[config.mk]
export PLATFORM = sky130hd
export DESIGN_NAME = seq_pattern_gen_flat
export DESIGN_NICKNAME = d
export VERILOG_FILES = /design/src/rtl/seq_gen_pkg.sv /design/src/rtl/seq_pattern_gen_if.sv /design/src/rtl/seq_shift_reg.sv /design/src/rtl/seq_pattern_gen.sv /design/src/flat_wrapper.sv
export SDC_FILE = /design/constraint.sdc
export NUM_CORES = 1
export LEC_CHECK = 0
export ABC_AREA = 1
export CELL_PAD_IN_SITES_DETAIL_PLACEMENT = 0
export CELL_PAD_IN_SITES_GLOBAL_PLACEMENT = 1
export CORE_MARGIN = 2
export CORE_UTILIZATION = 32
export CTS_CLUSTER_DIAMETER = 120
export CTS_CLUSTER_SIZE = 40
export DETAILED_ROUTE_END_ITERATION = 10
export PLACE_DENSITY = 0.74
export SYNTH_ARGS = -nofsm -noshare
export SYNTH_HDL_FRONTEND = slang
export SYNTH_HIERARCHICAL = 1
export SYNTH_SLANG_ARGS = --single-unit
[constraint.sdc]
create_clock -name clk -period 2.38 [get_ports clk]
set_input_delay 0.595 -clock clk [delete_from_list [all_inputs] [get_ports clk]]
set_output_delay 0.595 -clock clk [all_outputs]
set_load 0.03 [all_outputs]
[src/rtl/seq_gen_pkg.sv]
// seq_gen_pkg: shared state encoding and size defaults
// for the serial pattern generator.
package seq_gen_pkg;

  localparam int MAX_LEN_DEF = 16;
  localparam int GAP_W_DEF   = 4;

  typedef enum logic [1:0] {
    IDLE  = 2'd0,
    SHIFT = 2'd1,
    GAP   = 2'd2,
    DONE  = 2'd3
  } state_t;

endpackage

[src/rtl/seq_pattern_gen_if.sv]
// seq_pattern_gen_if: descriptor load handshake bundle
// between a pattern producer and the generator.
interface seq_pattern_gen_if #(
  parameter int MAX_LEN = 16,
  parameter int GAP_W   = 4
);

  localparam int LW = $clog2(MAX_LEN + 1);

  logic               load_valid;
  logic               load_ready;
  logic [MAX_LEN-1:0] load_pattern;
  logic [LW-1:0]      load_len;
  logic [GAP_W-1:0]   load_gap;
  logic [7:0]         load_reps;

  modport master (
    output load_valid,
    output load_pattern,
    output load_len,
    output load_gap,
    output load_reps,
    input  load_ready
  );

  modport slave (
    input  load_valid,
    input  load_pattern,
    input  load_len,
    input  load_gap,
    input  load_reps,
    output load_ready
  );

endinterface

[src/rtl/seq_shift_reg.sv]
// seq_shift_reg: loadable PISO register; the pattern is
// left-aligned by length so the MSB always leads.
module seq_shift_reg #(
  parameter int MAX_LEN = 16,
  parameter int LW      = $clog2(MAX_LEN + 1)
) (
  input  logic               clk,
  input  logic               rst,
  input  logic               load,
  input  logic               shift,
  input  logic [MAX_LEN-1:0] pattern,
  input  logic [LW-1:0]      len,
  output logic               out
);

  logic [MAX_LEN-1:0] data;
  logic [LW-1:0]      align;

  assign align = LW'(MAX_LEN) - len;

  // load aligns bit len-1 to the top; shift moves the next bit up
  always_ff @(posedge clk) begin
    if (rst) begin
      data <= '0;
    end else if (load) begin
      data <= pattern << align;
    end else if (shift) begin
      data <= data << 1;
    end
  end

  assign out = data[MAX_LEN-1];

endmodule

[src/rtl/seq_pattern_gen.sv]
// seq_pattern_gen: serial pattern generator, MSB-first.
// SEQ_GEN_REPEAT_EN adds repeated passes with idle gaps.
module seq_pattern_gen
  import seq_gen_pkg::*;
#(
  parameter int MAX_LEN = MAX_LEN_DEF,
  parameter int GAP_W   = GAP_W_DEF
) (
  input  logic              clk,
  input  logic              rst,
  input  logic              abort,
  seq_pattern_gen_if.slave  load,
  output logic              dout,
  output logic              dout_valid,
  output logic              busy,
  output logic              done
);

  localparam int LW = $clog2(MAX_LEN + 1);

  state_t             state;
  logic [LW-1:0]      cnt;
  logic [LW-1:0]      len_c;
  logic               take;
  logic               sh_load;
  logic               sh_shift;
  logic               sh_out;
  logic [MAX_LEN-1:0] sh_pat;
  logic [LW-1:0]      sh_len;

  assign len_c = (load.load_len > LW'(MAX_LEN))
               ? LW'(MAX_LEN) : load.load_len;

  assign load.load_ready = (state == IDLE);
  assign take = (state == IDLE) && load.load_valid;
  assign sh_shift = (state == SHIFT) && (cnt != '0);

`ifdef SEQ_GEN_REPEAT_EN
  logic [MAX_LEN-1:0] pat_q;
  logic [LW-1:0]      len_q;
  logic [7:0]         pass_q;
  logic [GAP_W-1:0]   gap_q;
  logic [GAP_W-1:0]   gap_cnt;
  logic               reload;

  assign reload = (state == SHIFT) && (cnt == '0)
               && (pass_q != '0);
  assign sh_load = take || reload;
  assign sh_pat = take ? load.load_pattern : pat_q;
  assign sh_len = take ? len_c : len_q;

  // pass and gap bookkeeping, saturating at zero
  always_ff @(posedge clk) begin
    if (rst) begin
      pat_q   <= '0;
      len_q   <= '0;
      pass_q  <= '0;
      gap_q   <= '0;
      gap_cnt <= '0;
    end else if (take) begin
      pat_q   <= load.load_pattern;
      len_q   <= len_c;
      pass_q  <= load.load_reps;
      gap_q   <= load.load_gap;
    end else if (reload) begin
      pass_q  <= pass_q - 8'd1;
      if (gap_q != '0) gap_cnt <= gap_q - 1'b1;
    end else if (state == GAP && gap_cnt != '0) begin
      gap_cnt <= gap_cnt - 1'b1;
    end
  end
`else
  logic unused_cfg;

  assign unused_cfg = ^{load.load_gap, load.load_reps};
  assign sh_load = take;
  assign sh_pat = load.load_pattern;
  assign sh_len = len_c;
`endif

  seq_shift_reg #(
    .MAX_LEN (MAX_LEN),
    .LW      (LW)
  ) u_shreg (
    .clk     (clk),
    .rst     (rst),
    .load    (sh_load),
    .shift   (sh_shift),
    .pattern (sh_pat),
    .len     (sh_len),
    .out     (sh_out)
  );

  // control FSM: reset beats abort, abort beats completion
  always_ff @(posedge clk) begin
    if (rst) begin
      state <= IDLE;
      cnt   <= '0;
    end else if (abort && state != IDLE) begin
      state <= IDLE;
    end else begin
      unique case (state)
        IDLE: begin
          if (take) begin
            cnt   <= len_c - 1'b1;
            state <= (len_c == '0) ? DONE : SHIFT;
          end
        end
        SHIFT: begin
          if (cnt != '0) begin
            cnt <= cnt - 1'b1;
`ifdef SEQ_GEN_REPEAT_EN
          end else if (pass_q != '0) begin
            cnt   <= len_q - 1'b1;
            state <= (gap_q != '0) ? GAP : SHIFT;
`endif
          end else begin
            state <= DONE;
          end
        end
`ifdef SEQ_GEN_REPEAT_EN
        GAP: begin
          if (gap_cnt == '0) state <= SHIFT;
        end
`endif
        DONE: state <= IDLE;
        default: state <= IDLE;
      endcase
    end
  end

  assign dout_valid = (state == SHIFT);
  assign dout = dout_valid & sh_out;
  assign busy = (state != IDLE);
  assign done = (state == DONE);

endmodule

[src/flat_wrapper.sv]
// flat-port wrapper written by rule: the top's interface ports become plain ports
module seq_pattern_gen_flat import seq_gen_pkg::*;
#(
  parameter int MAX_LEN = MAX_LEN_DEF,
  parameter int GAP_W   = GAP_W_DEF
)
  (clk, rst, abort, dout, dout_valid, busy, done, load_load_valid, load_load_pattern, load_load_len, load_load_gap, load_load_reps, load_load_ready);
  seq_pattern_gen_if #(.MAX_LEN(MAX_LEN), .GAP_W(GAP_W)) load_i ();
  input  logic clk;
  input  logic rst;
  input  logic abort;
  output logic dout;
  output logic dout_valid;
  output logic busy;
  output logic done;
  input wire logic [$bits(load_i.load_valid)-1:0] load_load_valid;
  input wire logic [$bits(load_i.load_pattern)-1:0] load_load_pattern;
  input wire logic [$bits(load_i.load_len)-1:0] load_load_len;
  input wire logic [$bits(load_i.load_gap)-1:0] load_load_gap;
  input wire logic [$bits(load_i.load_reps)-1:0] load_load_reps;
  output wire logic [$bits(load_i.load_ready)-1:0] load_load_ready;
  assign load_i.load_valid = load_load_valid;
  assign load_i.load_pattern = load_load_pattern;
  assign load_i.load_len = load_load_len;
  assign load_i.load_gap = load_load_gap;
  assign load_i.load_reps = load_load_reps;
  assign load_load_ready = load_i.load_ready;
  seq_pattern_gen #(.MAX_LEN(MAX_LEN), .GAP_W(GAP_W)) u_core (.clk(clk), .rst(rst), .abort(abort), .load(load_i), .dout(dout), .dout_valid(dout_valid), .busy(busy), .done(done));
endmodule
**Word level (Yosys, flattened, before mapping)**

Index checks and enable logic that the tools add are counted.

- Add/sub/neg operators: 3
- Multiply operators: 0
- Divide/modulo/power cells: 0
- $lt $le $gt $ge: 1
- Equal/unequal tests: 5
- Shift operators: 1
- Multiplexer cells: 10
- Bitwise operators: 2
- Reduce and logical (&&, ||, !) cells: 12

Operator list:

| cell | count |
|---|---|
| 16-bit 2-to-1 mux | 2 |
| 16-bit by 5-bit left shift with 16-bit output | 1 |
| 5-bit 2-to-1 mux | 3 |
| 5-bit one-hot mux with 2 select lines | 1 |
| 5-bit by 1-bit subtractor with 5-bit output, second input constant | 2 |
| 2-bit 2-to-1 mux | 3 |
| 2-bit nonzero test | 3 |
| 5-bit greater-than comparator, second input constant | 1 |
| 5-bit logical NOT | 1 |
| 5-bit nonzero test | 1 |
| 5-bit subtractor, first input constant | 1 |
| 2-bit inequality test, second input constant | 2 |
| 2-bit one-hot mux with 2 select lines | 1 |
| 4-bit AND reduction | 1 |
| 1-bit logical AND | 3 |
| 2-bit by 1-bit equality test with 1-bit output, second input constant | 1 |
| 2-bit equality test, second input constant | 1 |
| 2-bit logical NOT | 1 |
| 2-bit by 1-bit inequality test with 1-bit output, second input constant | 1 |
| 2-bit AND reduction | 1 |
| 2-bit OR reduction | 1 |
| 1-bit bitwise AND | 1 |
| 1-bit NOT | 1 |

- Bits in registers: 23
- Bits in latches: 0
- Memory bits (writable): 0
- Bits in read-only memories: 0
- Input bits: 37
- Output and inout bits: 5
- Logic and storage cells: 37
- Memories kept: 0

**Logic depth before layout (Yosys ltp)**

- Word-level depth: 6
- Gate-level depth with buffers: 18
- Depth with buffers taken out: 14

**Cells and area by module**

Netlist, hierarchy kept.

Modules (own cells, without submodules):

| module | times used | cells an instance | area each (um^2) | seq. area each (um^2) |
|---|---|---|---|---|
| seq_shift_reg | 1 | 261 | 1,562.7 | 320.3 |
| seq_pattern_gen | 1 | 108 | 639.4 | 140.1 |

**Worst setup path after synthesis**

OpenSTA, ideal clock, no wires.

- Path type: input port to flip-flop
- From: in load_load_len[0]
- To: reg u_core.u_shreg.data[13]
- Library setup time: 0.109 ns
- Arrival: 2.310 ns
- Path slack: -0.039 ns
- Cell stages on the path: 17
- Buffers on the path: 5
- Cells stage by stage: inv_1 nor2_1 buf_6 inv_4 buf_6 buf_12 ha_1 clkbuf_2 inv_2 buf_4 nand3_1 nand3_1 nand2_1 nand2_1 nand3_1 nand2_1 inv_1

- Cells in the longest elaborated chain, start to end: 5

Ends and longest elaborated chain:

| element | line | source |
|---|---|---|
| from (decl) | flat_wrapper.sv:18 | `input wire logic [$bits(load_i.load_len)-1:0] load_load_len;` |
| 5-bit greater-than comparator | seq_pattern_gen.sv:31 | `assign len_c = (load.load_len > LW'(MAX_LEN))` |
| 5-bit 2-to-1 mux (*) | seq_pattern_gen.sv:32 | `? LW'(MAX_LEN) : load.load_len;` |
| via u_core.len_c[0] | seq_pattern_gen.sv:23 | `logic [LW-1:0] len_c;` |
| 5-bit subtractor (*) | seq_shift_reg.sv:19 | `assign align = LW'(MAX_LEN) - len;` |
| 16-bit by 5-bit left shift with 16-bit output (*) | seq_shift_reg.sv:26 | `data <= pattern << align;` |
| 16-bit 2-to-1 mux (*) | seq_shift_reg.sv:25 | `end else if (load) begin` |
| to (signal assigned) | seq_shift_reg.sv:26 |  |
| to (signal assigned) | seq_shift_reg.sv:28 | `data <= data << 1;` |
| to (decl) | seq_shift_reg.sv:16 | `logic [MAX_LEN-1:0] data;` |

The timed path passes the listed nets; every way through them passes the cells marked *.
A chain may end at the register's enable or synchronous reset.

**Worst setup path in the final report**

- From: in load_load_len[1]
- To: reg u_core.u_shreg.data[13]

The elaborated chain is that of the path after synthesis.

==> results.cfg <==
[yosys]
mean_area_per_synthesized_cell_um2 = 5.97
synth_commonest_cells = sky130_fd_sc_hd__nand2_1 (109), sky130_fd_sc_hd__nand3_1 (60), sky130_fd_sc_hd__inv_1 (38)
post_synthesis_async_set_or_reset_flop_share_pct = 0
syn-instance-count = 369
synth.net_count = 408
synth.yosys.seq_area_share_pct = 20.9
synth_edf_count = 0
synth_largest_area_cell = sky130_fd_sc_hd__dfxtp_1
synth-seq-cells = 23
combined_area_of_all_synthesized_cells_um2 = 2200
synth.area.top_cells = sky130_fd_sc_hd__dfxtp_1 (21%), sky130_fd_sc_hd__nand2_1 (19%), sky130_fd_sc_hd__nand3_1 (14%), sky130_fd_sc_hd__inv_1 (6.5%), sky130_fd_sc_hd__nor2_1 (6.3%)
synth_largest_type_area_fraction_pct = 20.9
synth_ff_type = sky130_fd_sc_hd__dfxtp_1
synth_most_common_cell = sky130_fd_sc_hd__nand2_1
synth.lib_cells_used.distinct = 32
yosysWarnings = 6

[finish]
final-seq-area_um2 = 462
final_layout_size_suffix_gt1_share_pct = 17.5
final_net_count = 451
final_cell_count_no_fill = 491
syn2layout_area_growth_pct = 24.5
multiInputGateArea_um2 = 1480
antennaDiodeCount = 0
fillCellCount = 757

[worst_setup_path]
worst_r2r_endpoint = u_core/u_shreg/data[15]
setup.reg_to_reg.worst_slack_ns = 0.67
cp.arrival_ns = 2.42
cell_by_cell_trace_of_the_critical_path = clkdlybuf4s50_1 -> inv_1 -> nor2_1 -> inv_2 -> ha_4 -> buf_6 -> nand3_1 -> nand3_1 -> nand2_1 -> nand2_1 -> nand3_1 -> nand2_1 -> inv_1
crit_path_end_kind = flip-flop
crit_slowest_cell = sky130_fd_sc_hd__clkdlybuf4s50_1
setup.worst_path.class = input pin to flip-flop
setup.worst_path.start = load_load_len[1]
worst_reg_to_reg_cells = 10
crit_path_end = u_core/u_shreg/data[13]
start_kind = input pin
critPathMaxFanout = 11
max_stage_delay_ns = 0.48
r2r_start = u_core/state[0]
cp.required_ns = 2.55

[floorplanning]
io-pin-count = 42
die_height_um = 87.0
coreArea_um2 = 6720
num_rows = 30
initial_utilization_pct = 32.8
die-width_um = 87.0
die-area_um2 = 7560

[clocking]
clock_tree.buffer_depth = 2
clkLatencyLatePin_ns = 0.26
htree_levels = 1
cts_buffers = 3
clock_tree.root_cell = sky130_fd_sc_hd__clkbuf_8
clk_pin_slew_ns = 0.08
clkSinkCount = 23
tritoncts = done
post_cts_hold_buffer_count = 0

[routing]
ant_nets = 0
via_count = 2346
first_pass_iters = 4
drt-total-wl_um = 5750
drtIter0Drc = 119
viasPerCell = 4.78
post-route-drc-count = 0
routedWlPerCell_um = 11.7

[sta]
fin_crit_ns = 2.25
setup_viol = 0
worst_pin_slew_ns = 0.404
fin_max_slew_vios = 0
fin_worst_skew_ns = 0.00423
final.setup.worst_slack_ns = 0.133
hold_slack_ns = 0.470
fmax_mhz = 445
min_period_over_period_pct = 94.4
final-hold-violation-count = 0
timing.max_slew.rel_slack_pct = 73.1

[global_route]
globalRouteMet2Util_pct = 27.3
grt_use_met1_pct = 19.8
antenna_found_initial = 0
grt_first_pass_wirelength_um = 9650
globalRoute.busiestLayer = met2
grt_use_total_pct = 15.5
gr-total-overflow = 0
met3_usage_pct = 3.03
vias_in_the_first_global_route = 2227
grt_start_max_net_pins = 20

[power_and_ir_drop]
power.density_nw_per_um2 = 517
leakage_nw = 1.39
report.power.total_mw = 1.42
irDropWorstVdd_uv = 225

[place]
gp_congestion = 0.802
dp_hpwl_um = 4330
post-place-ws_ns = -0.264
dp.cells = 484
io_buffers = 29

[run]
max-cap-violations = 0

[hold_path]
hp-class = flip-flop to flip-flop

[status]
outcome = finished clean
[report_power, final]
part | internal [mW] | switching [mW]
Sequential | 0.444 | 0.0356
Clock | 0.119 | 0.123
Combinational | 0.276 | 0.421
Total | 0.840 | 0.579
[area by class of cell]
type	count	area share, %
Timing Repair inverter	1	0.182
Clock buffer	4	1.64
Inverter	46	6.66
Tap cell	80	3.65
Timing Repair Buffer	51	17.0
Multi-Input combinational cell	286	54.1
Sequential cell	23	16.8
[logic make-up after synthesis]
kind of cell / Yosys count / share of synthesized area (%)
buf+inv: 61 / 12.8
simple gates: 245 / 55.7
compound gates: 37 / 8.69
xor+xnor: 1 / 0.739
flops: 23 / 20.9
fa+ha+maj: 2 / 1.14
[cell usage in the layout (no fill, tap or decap), types with 2 or more instances in the layout]
cell,instances
sky130_fd_sc_hd__clkbuf_8,3
sky130_fd_sc_hd__buf_4,20
sky130_fd_sc_hd__nand4_1,4
sky130_fd_sc_hd__nand2_1,109
sky130_fd_sc_hd__buf_6,2
sky130_fd_sc_hd__nor2_8,2
sky130_fd_sc_hd__nand3_2,10
sky130_fd_sc_hd__inv_2,5
sky130_fd_sc_hd__nand3b_1,2
sky130_fd_sc_hd__nand3_1,60
sky130_fd_sc_hd__nand2_2,9
sky130_fd_sc_hd__dfxtp_1,22
sky130_fd_sc_hd__nand2_4,7
sky130_fd_sc_hd__nor2_4,2
sky130_fd_sc_hd__clkdlybuf4s50_1,28
sky130_fd_sc_hd__a21oi_1,9
sky130_fd_sc_hd__inv_1,38
sky130_fd_sc_hd__nor2_1,37
sky130_fd_sc_hd__o21ai_0,25
sky130_fd_sc_hd__inv_4,2
[what timing repair did]
item | 4_1_cts | 5_1_grt
hold endpoints to repair | 0 | 0
buffers inserted | 0 | 1
resized for setup | 0 | 9
endpoints found under the setup margin | 0 | 13
[per-layer routing]
layer  wire length (µm)  up-vias
met5                  0        -
met4                 65        0
met3                154        6
met2               2820       32
met1               2710     1050
li1                   -     1258
[worst min-delay path by stage]
stage,cells after the start,start,endpoint,slack [ns]
2_1_floorplan,2,u_core/u_shreg/data[0],u_core/u_shreg/data[0],0.44
3_3_place_gp,2,u_core/u_shreg/data[0],u_core/u_shreg/data[0],0.45
3_5_place_dp,2,u_core/u_shreg/data[0],u_core/u_shreg/data[0],0.46
4_1_cts,2,u_core/u_shreg/data[0],u_core/u_shreg/data[0],0.47
5_1_grt,2,u_core/u_shreg/data[0],u_core/u_shreg/data[0],0.51
6_report,2,u_core/u_shreg/data[0],u_core/u_shreg/data[0],0.47
[sequential cells by signal, summed over array words and instances, names as in the netlist]
register	flops
u_core/u_shreg/data	16
u_core/cnt	5
u_core/state	2
[metrics by stage]
step / TNS, ns / instance area, µm² / util [%]
after detailed placement: -3.35 / 2650 / 39.4
after global routing: -0.00178 / 2740 / 40.8
final: 0 / 2740 / 40.8
after CTS: 0 / 2690 / 40.0
after floorplan: 0 / 2210 / -
after global placement: -2.90 / 2650 / 39.4
[critical path, delay by kind of cell]
family        cells  cell delay, ns
simple gates      7            0.69
buf+inv           5            0.80
fa+ha+maj         1            0.32
Power figures use the tool's default switching activity.
